$ cat src/rtl/x_mem_pkg.sv
// ============================================================================
// Module      : x_mem_pkg
// Description : Shared constants and state encoding for the X solution-vector
//               memory arbiter.
// Revision    : 1.0 - initial release
// ============================================================================
`default_nettype none

package x_mem_pkg;

  // Vector length, element width and the address width that covers it
  localparam int X_MEM_HEIGHT  = 64;
  localparam int ELEMENT_WIDTH = 32;
  localparam int ADDR_WIDTH    = $clog2(X_MEM_HEIGHT);

  // Sequencer states
  typedef enum logic [1:0] {
    IDLE    = 2'd0,
    RD      = 2'd1,
    RD_LAST = 2'd2,
    WR      = 2'd3
  } x_arb_state_t;

endpackage

`default_nettype wire

$ cat src/rtl/x_arb_rr_pick.sv
// ============================================================================
// Module      : x_arb_rr_pick
// Description : Two-way picker between the read and write clients of the
//               X memory. Round-robin on conflict by default; when the
//               X_ARB_WR_PRIORITY_EN macro is defined the writer always wins
//               a conflict.
// Revision    : 1.0 - initial release
// ============================================================================
`default_nettype none

module x_arb_rr_pick (
  input  logic rd_req,
  input  logic wr_req,
  input  logic last_grant,   // 1 = the write client was granted last
  output logic pick_rd,
  output logic pick_wr
);

`ifdef X_ARB_WR_PRIORITY_EN
  // Fixed write priority: history is irrelevant, the reader may starve
  logic w_unused_last_grant;
  assign w_unused_last_grant = last_grant;
  assign pick_wr = wr_req;
  assign pick_rd = rd_req & ~wr_req;
`else
  // On conflict the client that was not granted last wins
  assign pick_rd = rd_req & (~wr_req | last_grant);
  assign pick_wr = wr_req & (~rd_req | ~last_grant);
`endif

endmodule

`default_nettype wire

$ cat src/rtl/x_mem_arbiter.sv
// ============================================================================
// Module      : x_mem_arbiter
// Description : Shares the single X memory port between the PE-array read
//               client and the update-unit write client. Each grant is a
//               full-vector element-serial burst over addresses
//               0..X_MEM_HEIGHT-1. Optional macro X_ARB_WR_PRIORITY_EN
//               (in x_arb_rr_pick) gives the writer fixed priority.
// Revision    : 1.0 - initial release
// ============================================================================
`default_nettype none

module x_mem_arbiter
  import x_mem_pkg::*;
(
  input  logic                     clk,
  input  logic                     rst_n,
  // read client
  input  logic                     rd_req,
  output logic                     rd_gnt,
  output logic                     rd_valid,
  output logic [ELEMENT_WIDTH-1:0] rd_data,
  output logic [ADDR_WIDTH-1:0]    rd_idx,
  output logic                     rd_done,
  // write client
  input  logic                     wr_req,
  output logic                     wr_gnt,
  input  logic                     wr_valid,
  input  logic [ELEMENT_WIDTH-1:0] wr_data,
  output logic                     wr_ready,
  output logic                     wr_done,
  // memory port
  output logic                     mem_re,
  output logic                     mem_we,
  output logic [ADDR_WIDTH-1:0]    mem_addr,
  output logic [ELEMENT_WIDTH-1:0] mem_wdata,
  input  logic [ELEMENT_WIDTH-1:0] mem_rdata
);

  localparam logic [ADDR_WIDTH-1:0] c_last_addr = ADDR_WIDTH'(X_MEM_HEIGHT - 1);
  localparam logic [ADDR_WIDTH-1:0] c_one       = ADDR_WIDTH'(1);

  x_arb_state_t          r_state;
  x_arb_state_t          w_next_state;
  logic [ADDR_WIDTH-1:0] r_cnt;
  logic                  r_last_grant;   // 1 = write was granted last
  logic                  r_rd_valid;
  logic [ADDR_WIDTH-1:0] r_rd_idx;
  logic                  w_pick_rd;
  logic                  w_pick_wr;
  logic                  w_cnt_last;

  assign w_cnt_last = (r_cnt == c_last_addr);

  x_arb_rr_pick u_pick (
    .rd_req     (rd_req),
    .wr_req     (wr_req),
    .last_grant (r_last_grant),
    .pick_rd    (w_pick_rd),
    .pick_wr    (w_pick_wr)
  );

  // State register; reset aborts any burst in flight
  always_ff @(posedge clk or negedge rst_n) begin
    if (!rst_n) r_state <= IDLE;
    else        r_state <= w_next_state;
  end

  // Next state and all memory/client strobes, decoded from the current state
  always_comb begin
    w_next_state = r_state;
    rd_gnt       = 1'b0;
    rd_done      = 1'b0;
    wr_gnt       = 1'b0;
    wr_ready     = 1'b0;
    wr_done      = 1'b0;
    mem_re       = 1'b0;
    mem_we       = 1'b0;
    mem_addr     = '0;
    mem_wdata    = '0;
    case (r_state)
      IDLE: begin
        if (w_pick_rd)      w_next_state = RD;
        else if (w_pick_wr) w_next_state = WR;
      end
      RD: begin
        rd_gnt   = 1'b1;
        mem_re   = 1'b1;
        mem_addr = r_cnt;
        if (w_cnt_last) w_next_state = RD_LAST;
      end
      RD_LAST: begin
        // no new address; the last datum returns this cycle
        rd_gnt       = 1'b1;
        rd_done      = 1'b1;
        w_next_state = IDLE;
      end
      WR: begin
        wr_gnt    = 1'b1;
        wr_ready  = 1'b1;
        mem_we    = wr_valid;
        mem_addr  = r_cnt;
        // write data passes through only while the writer owns the port
        mem_wdata = wr_data;
        if (wr_valid && w_cnt_last) begin
          wr_done      = 1'b1;
          w_next_state = IDLE;
        end
      end
      default: w_next_state = IDLE;
    endcase
  end

  // Element counter: advances per issued read / accepted write, cleared otherwise
  always_ff @(posedge clk or negedge rst_n) begin
    if (!rst_n) begin
      r_cnt <= '0;
    end else begin
      case (r_state)
        RD:      r_cnt <= w_cnt_last ? '0 : r_cnt + c_one;
        WR:      if (wr_valid) r_cnt <= w_cnt_last ? '0 : r_cnt + c_one;
        default: r_cnt <= '0;
      endcase
    end
  end

  // Grant history for round-robin; starts as write so a read wins first
  always_ff @(posedge clk or negedge rst_n) begin
    if (!rst_n) begin
      r_last_grant <= 1'b1;
    end else if (r_state == IDLE) begin
      if (w_pick_rd)      r_last_grant <= 1'b0;
      else if (w_pick_wr) r_last_grant <= 1'b1;
    end
  end

  // Read-return pipeline: tracks the one-cycle memory read latency
  always_ff @(posedge clk or negedge rst_n) begin
    if (!rst_n) begin
      r_rd_valid <= 1'b0;
      r_rd_idx   <= '0;
    end else begin
      r_rd_valid <= mem_re;
      r_rd_idx   <= mem_re ? mem_addr : '0;
    end
  end

  assign rd_valid = r_rd_valid;
  assign rd_idx   = r_rd_idx;
  assign rd_data  = r_rd_valid ? mem_rdata : '0;

endmodule

`default_nettype wire

$ cat config.mk
export PLATFORM = sky130hd
export DESIGN_NAME = x_mem_arbiter
export DESIGN_NICKNAME = d
export VERILOG_FILES = /design/src/rtl/x_mem_pkg.sv /design/src/rtl/x_arb_rr_pick.sv /design/src/rtl/x_mem_arbiter.sv
export SDC_FILE = /design/constraint.sdc
export NUM_CORES = 1
export LEC_CHECK = 0
export CAP_MARGIN = 25
export CORE_ASPECT_RATIO = 0.6
export CORE_MARGIN = 3
export CORE_UTILIZATION = 27
export DETAILED_ROUTE_END_ITERATION = 16
export PLACE_DENSITY = 0.92
export SLEW_MARGIN = 20
export SYNTH_ARGS = -nofsm -noshare
export SYNTH_HDL_FRONTEND = slang
export SYNTH_SLANG_ARGS = --single-unit
$ cat constraint.sdc
create_clock -name clk -period 1.8 [get_ports clk]
set_input_delay 0.27 -clock clk [delete_from_list [all_inputs] [get_ports clk]]
set_output_delay 0.27 -clock clk [all_outputs]
set_load 0.005 [all_outputs]
==> After elaboration in Yosys (flattened, before gate mapping) <==
Index checks and enable logic that the tools add are counted.
{ "word_totals": {"regBits": 16, "out_inout_bits": 84, "word_cells": 49} }
{ "op_classes": {"addsub": 1, "eq_ne": 8, "muxes": 21, "bitwise_logic": 7, "n_reduce_logical": 7} }
{ "op_table": {"columns": ["op", "n"], "rows": [
  ["32-bit two-way mux", 2],
  ["6-bit two-way mux", 4],
  ["6-bit case mux with 2 select lines", 1],
  ["1-bit two-way mux", 9],
  ["2-bit two-way mux", 4],
  ["2-bit case mux with 4 select lines", 1],
  ["6-bit by 1-bit adder with 6-bit output (second input constant)", 1],
  ["6-bit == test (second input constant)", 1],
  ["2-bit != test (second input constant)", 3],
  ["2-bit == test (second input constant)", 2],
  ["2-bit OR reduction", 2],
  ["3-bit by 1-bit != test with 1-bit output (second input constant)", 1],
  ["1-bit inverter", 3],
  ["3-bit AND reduction", 1],
  ["1-bit AND", 2],
  ["2-bit by 1-bit == test with 1-bit output (second input constant)", 1],
  ["2-bit logical NOT", 1],
  ["1-bit OR", 2],
  ["2-bit AND reduction", 1],
  ["2-bit nonzero test", 1],
  ["1-bit logical AND", 1]
]} }

==> Logic depth before layout (Yosys ltp) <==
Gate-level depths: netlist (run 1).
{ "logic_depth": {"ltp_word": 6, "depth_mapped": 6, "mapped_depth_nobuf": 5} }

==> Hierarchy <==
From an unflattened synthesis (run 1), not the netlist that was laid out.
{ "unflattened": {"hier_cells": 146, "hier_area_um2": 1282.5} }
{ "modules_own_cells": {"columns": ["module", "instances", "cells_each", "area_per_inst_um2", "seq_area_each_um2"], "rows": [
  ["x_mem_arbiter", 1, 143, 1263.7, 401.6],
  ["x_arb_rr_pick", 1, 3, 18.8, 0.0]
]} }

==> Worst setup path before layout (run 1) <==
Ideal clock, no wire load.
{ "synth_path": {"path_type": "register to register", "startpoint": "reg r_state[0]", "endpoint": "reg r_cnt[3]", "setup_time_ns": 0.082, "arrival_ns": 1.479, "required_time_ns": 1.718, "slack_ns": 0.239, "stages_incl_launch_ff": 5, "period_less_slack_ns": 1.561, "cell_sequence": "dfrtp_1 ha_1 nor2b_2 or4_1 a31oi_1"} }
{ "synth_via": {"elab_chain_cells": 2, "elab_cells_between_ends": 4, "cone_classes": "3 x eq/ne; 1 x mux"} }
{ "synth_rtl": {"columns": ["item", "line_no", "rtl"], "rows": [
  ["start, declared", "x_mem_arbiter.sv:42", "x_arb_state_t r_state;"],
  ["start signal, assigned", "x_mem_arbiter.sv:65", "else r_state <= w_next_state;"],
  ["2-bit == test / 2-bit by 1-bit == test with 1-bit output (equally long branches)", "x_mem_arbiter.sv:118", "case (r_state)"],
  ["6-bit case mux with 2 select lines / 2-bit != test (equally long branches)", null, null],
  ["end signal, assigned", "x_mem_arbiter.sv:119", "RD: r_cnt <= w_cnt_last ? '0 : r_cnt + c_one;"],
  ["end signal, assigned", "x_mem_arbiter.sv:120", "WR: if (wr_valid) r_cnt <= w_cnt_last ? '0 : r_cnt + c_one;"],
  ["end, declared", "x_mem_arbiter.sv:44", "logic [ADDR_WIDTH-1:0] r_cnt;"]
]} }
Parallel ways exist; a longest one is shown, timed or not.
A chain may end at the register's enable or synchronous reset.

==> Worst setup path in the final report (run 1) <==
{ "layout_path": {"startpoint": "reg r_state[1]", "endpoint": "out mem_addr[4]"} }
{ "layout_via": {"elab_chain_cells": 3, "elab_cells_between_ends": 4, "cone_classes": "2 x eq/ne; 1 x mux; 1 x reduce/logical"} }
{ "layout_rtl": {"columns": ["item", "line_no", "rtl"], "rows": [
  ["2-bit == test / 2-bit by 1-bit == test with 1-bit output (equally long branches)", "x_mem_arbiter.sv:80", "case (r_state)"],
  ["2-bit OR reduction (no line) (*)", null, null],
  ["6-bit two-way mux (*)", "x_mem_arbiter.sv:80", null],
  ["end, declared", "x_mem_arbiter.sv:34", "output logic [ADDR_WIDTH-1:0] mem_addr,"]
]} }
Every way passes the cells marked *; elsewhere a longest branch is shown, timed or not.

==> key figures, run 1 <==
Floorplan
  • Rows: 18
  • Total core area: 4370 um2
  • Initial Util: 29.8%
  • Chip Width: around 96 um
  • Die H: about 60 um
  • Die Footprint: approximately 5700 um2
  • Ports: about 150

Synth
  • Largest cells by area after synthesis: and2_1 34%, dfrtp_1 29%, ha_1 5.8%
  • Post-synth top area share: 34.2%
  • Avg Inst Size Synth: approximately 8 um2
  • #FFs+latches synth: 16
  • Yosys warning total: 0
  • Syn_nets: 234
  • Largest area contributor in the synthesized netlist: and2_1
  • Register area share after synthesis: 30.9%
  • Syn Inst Count: between 150 and 200
  • Post-synth ARST share: 100%
  • Unique masters post-synth: 36
  • Top-count cell post-synth: and2_1
  • EDFF count, synth: 0
  • Most frequent cells after synthesis: 71 x and2_1, 15 x dfrtp_1, 8 x nand2_1, 7 x clkbuf_1
  • Top FF cell, synth: dfrtp_1
  • Synthesized cell area: between 1000 and 1500 um2

Clocking
  • CTS H-Tree Depth: 1
  • CTS Buf Count: 3
  • Root buf cell: clkbuf_8
  • Sinks on Clock Net: 16
  • Hold Buf Count CTS: 0
  • Clk_lat worst skew: approximately 0.26 ns
  • Max Buffers Root-to-Sink: 2
  • Clock tree from TritonCTS: yes
  • Worst-path clk slew: roughly 0.070 ns

Critical path
  • Buf+Inv Stages, Crit Path: 3
  • Critical setup path kind: reg2out
  • Worst R2R Start: r_state[0]$_DFFE_PN0P_
  • CP Cell Sequence: inv_2 > ha_4 > buf_4 > nor2_2 > nor2_1 > dlygate4sd2_1
  • Worst Path Required: 1.53 ns
  • CP Capture Type: output port
  • CP top delay family: buffers and inverters
  • CP Launch Point: r_state[1]$_DFFE_PN0P_
  • Critical Path Fanout Max: 3
  • WP data arrival: ~1.5 ns
  • CP max stage delay: between 0.4 and 0.5 ns
  • CP max stage cell: dfrtp_1
  • Startpoint types: flip-flop

GRT
  • First-pass GRT wire length: about 8700 um
  • Vias in the first global route: 1798
  • Total GRT Usage: 19.8%
  • Grt total ovfl: 0
  • Largest net degree at the start of global routing: 34
  • Initial antenna violation count: 0

STA
  • Slew headroom: between 70% and 80%
  • Final Max Tran Viols: 0
  • Fmax: ~570 MHz
  • Tcrit/Tclk final: between 90% and 100%
  • Actual slew at the worst max-slew pin: 0.305 ns
  • Setup WS post-layout: 0.0333 ns
  • Final hold vios: 0
  • Clock Skews: just over 0.005 ns
  • Final setup vio count: 0
  • RSZ-0062 raised after global routing: true
  • Post-route minimum period: 1.77 ns

Routing
  • Router iterations before antenna repair: 4
  • DRC: 0
  • Final wirelength: just under 6000 um
  • Via count: around 1.8k
  • Wire per inst: around 15 um
  • Via/cell ratio: around 4.7
  • Antenna-violating nets left: 0
  • DRT iter0 DRCs: 93

Run status
  • Status: finished clean

Placement
  • Place WS: -0.0474 ns
  • Placed cell areas: 3000 um2
  • Routability cong.: roughly 0.95
  • Dpl cells: about 380
  • Number of port buffers: between 150 and 200
  • DPL Wire Length: about 4700 um

Worst hold path
  • Hold Path Class: in2async

Flow run
  • Max Cap Viol: 0

Power and ir drop
  • Total power: ~3 mW
  • Worst vdd ir: approximately 0.50 mV
  • Leakage: roughly 1.4 nW
  • Pwr dens: 954 nW/um2

Final layout
  • Layout cells sized above 1: 14.2%
  • P&R area growth vs syn: 141%
  • Final-stage net count: 406
  • Ant. Diodes: 0
  • Final Non-Filler Cells: roughly 400
  • Final instance area: roughly 3100 um2
  • Fillers: 343
==> flip-flops by register name, indices dropped and copies added, names as in the netlist <==
signal,count
r_state,2
r_last_grant,1
rd_valid,1
r_cnt,6
rd_idx,6
==> routing by layer <==
layer  global-route usage, %  part of all wire [%]  vias up
li1                        -                     -      865
met3                    7.42                    12        4
met1                    22.7                    38      842
met5                       0                     0        -
met2                    36.5                    49      119
met4                    2.02                  0.44        0
==> final cells by class <==
class	instances	area [um2]	area share, %
timing repair buffer	176	1710	54.6
multi-input combinational	128	877	28.0
sequential	16	403	12.9
clock buffer	4	45.0	1.44
tap	60	75.1	2.40
inverter	6	22.5	0.719
==> metrics by stage <==
stage,hold slack (ns),setup TNS (ns),utilization [%]
3_3_place_gp,0.518,-0.0101,68.6
2_1_floorplan,-0.0256,0,-
5_1_grt,0.339,-0.0566,71.7
3_5_place_dp,0.522,-0.0889,68.6
6_report,0.324,0,71.7
4_1_cts,0.328,-0.352,71.5
==> worst paths after layout <==
check	end	slack (ns)	depth (start not counted)
hold reg to reg	r_last_grant$_DFFE_PN1P_	0.53	2
hold / removal	r_cnt[5]$_DFFE_PN0P_	0.32	2
setup / recovery	mem_addr[4]	0.03	6
min in group clk	r_last_grant$_DFFE_PN1P_	0.53	2
max in group asynchronous	r_last_grant$_DFFE_PN1P_	1.22	2
setup reg to reg	r_cnt[3]$_DFFE_PN0P_	0.06	6
==> power breakdown <==
| part | switching (mW) | leakage [nW] | internal, mW |
|---|---|---|---|
| Clock | 0.134 | 0.0228 | 0.157 |
| Combinational | 0.842 | 1.21 | 1.35 |
| Sequential | 0.0687 | 0.214 | 0.437 |
==> cell families after synthesis <==
logic type / share of synthesized area [%]
AO/OA/AOI/OAI: 10.8
adder cells (fa/ha/maj): 5.77
buffers and inverters: 4.72
flip-flops: 30.9
multiplexers: 0.866
AND/OR/NAND/NOR: 47.0
==> cells in the final DEF (no fill, tap or decap), types with 2 or more instances in the layout <==
| cell type | n |
|---|---|
| buf_4 | 16 |
| dlygate4sd2_1 | 28 |
| and3_1 | 4 |
| o211ai_1 | 2 |
| o22ai_1 | 2 |
| a21oi_1 | 6 |
| ha_4 | 2 |
| nand2_1 | 8 |
| and2_1 | 71 |
| o21ai_0 | 2 |
| buf_12 | 2 |
| nor2_1 | 2 |
| nor2b_1 | 2 |
| buf_6 | 3 |
| inv_2 | 3 |
| a31oi_1 | 2 |
| nand4_1 | 2 |
| ha_1 | 4 |
| buf_8 | 2 |
| clkdlybuf4s15_1 | 7 |
| clkbuf_2 | 6 |
| dfrtp_1 | 14 |
| inv_1 | 3 |
| clkbuf_8 | 3 |
| clkdlybuf4s50_1 | 110 |
==> repair_timing <==
item,in CTS,in global routing
pin swaps,1,3
endpoints found under the setup margin,41,19
setup buffers,3,3
resized for setup,63,19
gates cloned,2,0
Power figures use the tool's default switching activity.
==> run 2: changes to the inputs <==
CORE_MARGIN = not set   (was 3)
CTS_BUF_LIST = sky130_fd_sc_hd__clkbuf_16   (was not set)
HOLD_SLACK_MARGIN = 0.08   (was not set)
==> run 2 against run 1 <==
Net effect: the run now ends with negative setup slack left; global-route usage rose by 1.4 points; sequential share of layout area fell by 0.11 points; register-to-register slack barely moved; die area fell by 11%; wire length fell by 3.7%; critical path depth fell by 1; power rose by 6.3%.
==> key figures, run 2 (synthesis results as in run 1) <==
Run status
  • Status: finished, violations left (was finished clean)
  • Failing checks: negative setup slack

Final layout
  • Fillers: 330 (was 343)
  • Ant. Diodes: 0 (unchanged)
  • Final instance area: 3170 um2 (was 3130 um2)
  • Most common cell after layout, fill and taps aside: clkdlybuf4s50_1 (unchanged)
  • Final core occ: 69.1% (was 71.7%)
  • P&R area growth vs syn: 144% (was 141%)
  • Final-stage net count: 411 (was 406)
  • Most frequent cells in the layout: 109 x clkdlybuf4s50_1, 71 x and2_1, 23 x buf_4, 16 x clkbuf_2 (was 110 x clkdlybuf4s50_1, 71 x and2_1, 28 x dlygate4sd2_1, 16 x buf_4, 14 x dfrtp_1)
  • Final Non-Filler Cells: 398 (was 390)
  • Layout cells sized above 1: 19.4% (was 14.2%)

Routing
  • Antenna-violating nets left: 0 (unchanged)
  • Final wirelength: 5740 um (was 5960 um)
  • DRC: 0 (unchanged)
  • DRT iter0 DRCs: 126 (was 93)
  • Wire per inst: 14.4 um (was 15.3 um)
  • Via/cell ratio: 4.46 (was 4.69)
  • Router iterations before antenna repair: 4 (unchanged)
  • Via count: 1776 (was 1830)

Critical path
  • Startpoint types: flip-flop (unchanged)
  • Critical Path Fanout Max: 5 (was 3)
  • R2R Path End: r_state[1]$_DFFE_PN0P_ (was r_cnt[3]$_DFFE_PN0P_)
  • Worst Path Required: 1.53 ns (about the same)
  • Critical setup path kind: reg2out (unchanged)
  • Worst Setup EP: mem_addr[5] (was mem_addr[4])
  • Worst R2R Start: r_state[0]$_DFFE_PN0P_ (unchanged)
  • CP Launch Point: r_state[0]$_DFFE_PN0P_ (was r_state[1]$_DFFE_PN0P_)
  • Setup slack, reg-to-reg: 0.07 ns (was 0.06 ns)
  • R2R depth: 7 (was 6)
  • CP Capture Type: output port (unchanged)
  • WP data arrival: 1.56 ns (was 1.50 ns)

Clocking
  • Hold Buf Count CTS: 0 (unchanged)
  • Max Buffers Root-to-Sink: 2 (unchanged)
  • Worst-path clk slew: 0.05 ns (was 0.07 ns)
  • Root buf cell: clkbuf_16 (was clkbuf_8)
  • Clk_lat worst skew: 0.25 ns (was 0.26 ns)
  • Sinks on Clock Net: 16 (unchanged)
  • CTS Buf Count: 3 (unchanged)
  • Clock tree from TritonCTS: yes (unchanged)
  • CTS H-Tree Depth: 1 (unchanged)

STA
  • Final Max Tran Viols: 0 (unchanged)
  • Tcrit/Tclk final: 101% (was 98.1%)
  • Fmax: 548 MHz (was 566 MHz)
  • Final hold vios: 0 (unchanged)
  • Slew headroom: 77.6% (was 79.4%)
  • Post-route minimum period: 1.83 ns (was 1.77 ns)
  • Clock Skews: 0.00745 ns (was 0.00504 ns)
  • RSZ-0062 raised after global routing: true (unchanged)
  • Actual slew at the worst max-slew pin: 0.331 ns (was 0.305 ns)
  • Final setup vio count: 3 (was 0)
  • Setup WS post-layout: -0.0252 ns (was 0.0333 ns)

Power and ir drop
  • Worst vdd ir: 0.464 mV (was 0.499 mV)
  • Leakage: 1.46 nW (was 1.44 nW)
  • Total power: 3.18 mW (was 2.99 mW)
  • Pwr dens: 1000 nW/um2 (was 954 nW/um2)

Placement
  • DPL Wire Length: 4210 um (was 4730 um)
  • Routability cong.: 0.822 (was 0.946)
  • Place WS: -0.106 ns (was -0.0474 ns)
  • Dpl cells: 382 (was 379)
  • Number of port buffers: 152 (unchanged)
  • Placed cell areas: 2990 um2 (was 3000 um2)

GRT
  • First-pass GRT wire length: 8640 um (was 8670 um)
  • Total GRT Usage: 21.2% (was 19.8%)
  • Largest net degree at the start of global routing: 37 (was 34)
  • Grt total ovfl: 0 (unchanged)
  • Initial antenna violation count: 0 (unchanged)
  • Vias in the first global route: 1659 (was 1798)

Flow run
  • Max Cap Viol: 0 (unchanged)

Floorplan
  • Die Footprint: 5110 um2 (was 5710 um2)
  • Total core area: 4590 um2 (was 4370 um2)
  • Chip Width: 91.6 um (was 95.6 um)
  • Rows: 19 (was 18)
  • Initial Util: 28.3% (was 29.8%)
  • Die H: 55.8 um (was 59.8 um)
  • Ports: 153 (unchanged)

Worst hold path
  • Hold Path Class: in2async (unchanged)
[run 2: changes by cell type in the layout (fill, tap and decap cells not counted), moves of 3 or more]
cell	before	now
clkbuf_2	6	16
clkbuf_16	0	4
buf_4	16	23
clkbuf_8	3	0
clkdlybuf4s15_1	7	13
dlygate4sd2_1	28	11
[run 2: worst min path at each step]
stage / start / end / slack, ns / cells after the start
3_3_place_gp: r_last_grant$_DFFE_PN1P_ / r_last_grant$_DFFE_PN1P_ / 0.52 / 2
2_1_floorplan: rst_n / r_cnt[0]$_DFFE_PN0P_ / -0.03 / 0
6_report: rst_n / rd_idx[0]$_DFF_PN0_ / 0.35 / 2
4_1_cts: rst_n / rd_idx[0]$_DFF_PN0_ / 0.36 / 2
3_5_place_dp: r_last_grant$_DFFE_PN1P_ / r_last_grant$_DFFE_PN1P_ / 0.53 / 2
5_1_grt: rst_n / r_cnt[3]$_DFFE_PN0P_ / 0.38 / 2
[run 2: area by class of cell]
type                            instances  area [um2]  area share, %
Clock buffer                            3        75.1           2.37
Clock inverter                          1        3.75          0.118
Inverter                                6        25.0          0.790
Multi-Input combinational cell        128         885           27.9
Timing Repair Buffer                  181        1700           53.6
Tap cell                               63        78.8           2.49
Sequential cell                        16         404           12.8
[run 2: critical path, cell delays in order, from the launching register on]
cell and delay, ns:
dfrtp_2 0.45, ha_4 0.20, buf_4 0.13, or2_4 0.26, and2_1 0.16, clkbuf_2 0.11
[run 2: timing repair]
item | 4_1_cts | 5_1_grt
pin swaps | 0 | 1
buffers inserted | 5 | 6
cloned | 0 | 1
setup endpoints to repair | 42 | 31
gates resized for setup | 50 | 60
[run 2: per-layer routing]
metal  up-vias  part of all wire, %  global-route usage (%)
met3        10                  5.4                    4.64
li1        878                    -                       -
met1       820                   44                    27.4
met5         -                    0                       0
met4         0                  1.0                    1.59
met2        68                   49                    37.8
[run 2: metrics by stage]
stage / TNS, ns / hold slack (ns)
finish: -0.0501 / 0.348
global route: -0.240 / 0.376
floorplan: 0 / -0.0256
detailed placement: -2.00 / 0.528
global placement: -0.579 / 0.516
CTS: -0.344 / 0.357
[run 2: report_power, final]
| part | internal, mW | total, mW | leakage (nW) | switching (mW) |
|---|---|---|---|---|
| Sequential | 0.440 | 0.508 | 0.212 | 0.0682 |
| Combinational | 1.36 | 2.23 | 1.20 | 0.870 |
| Clock | 0.295 | 0.442 | 0.0385 | 0.147 |
| Total | 2.09 | 3.18 | 1.46 | 1.09 |
==> run 3: changes to the inputs <==
SLEW_MARGIN = not set   (was 20)
==> results of run 3 <==
Final layout, timing and power as in run 2 (identical DEF).
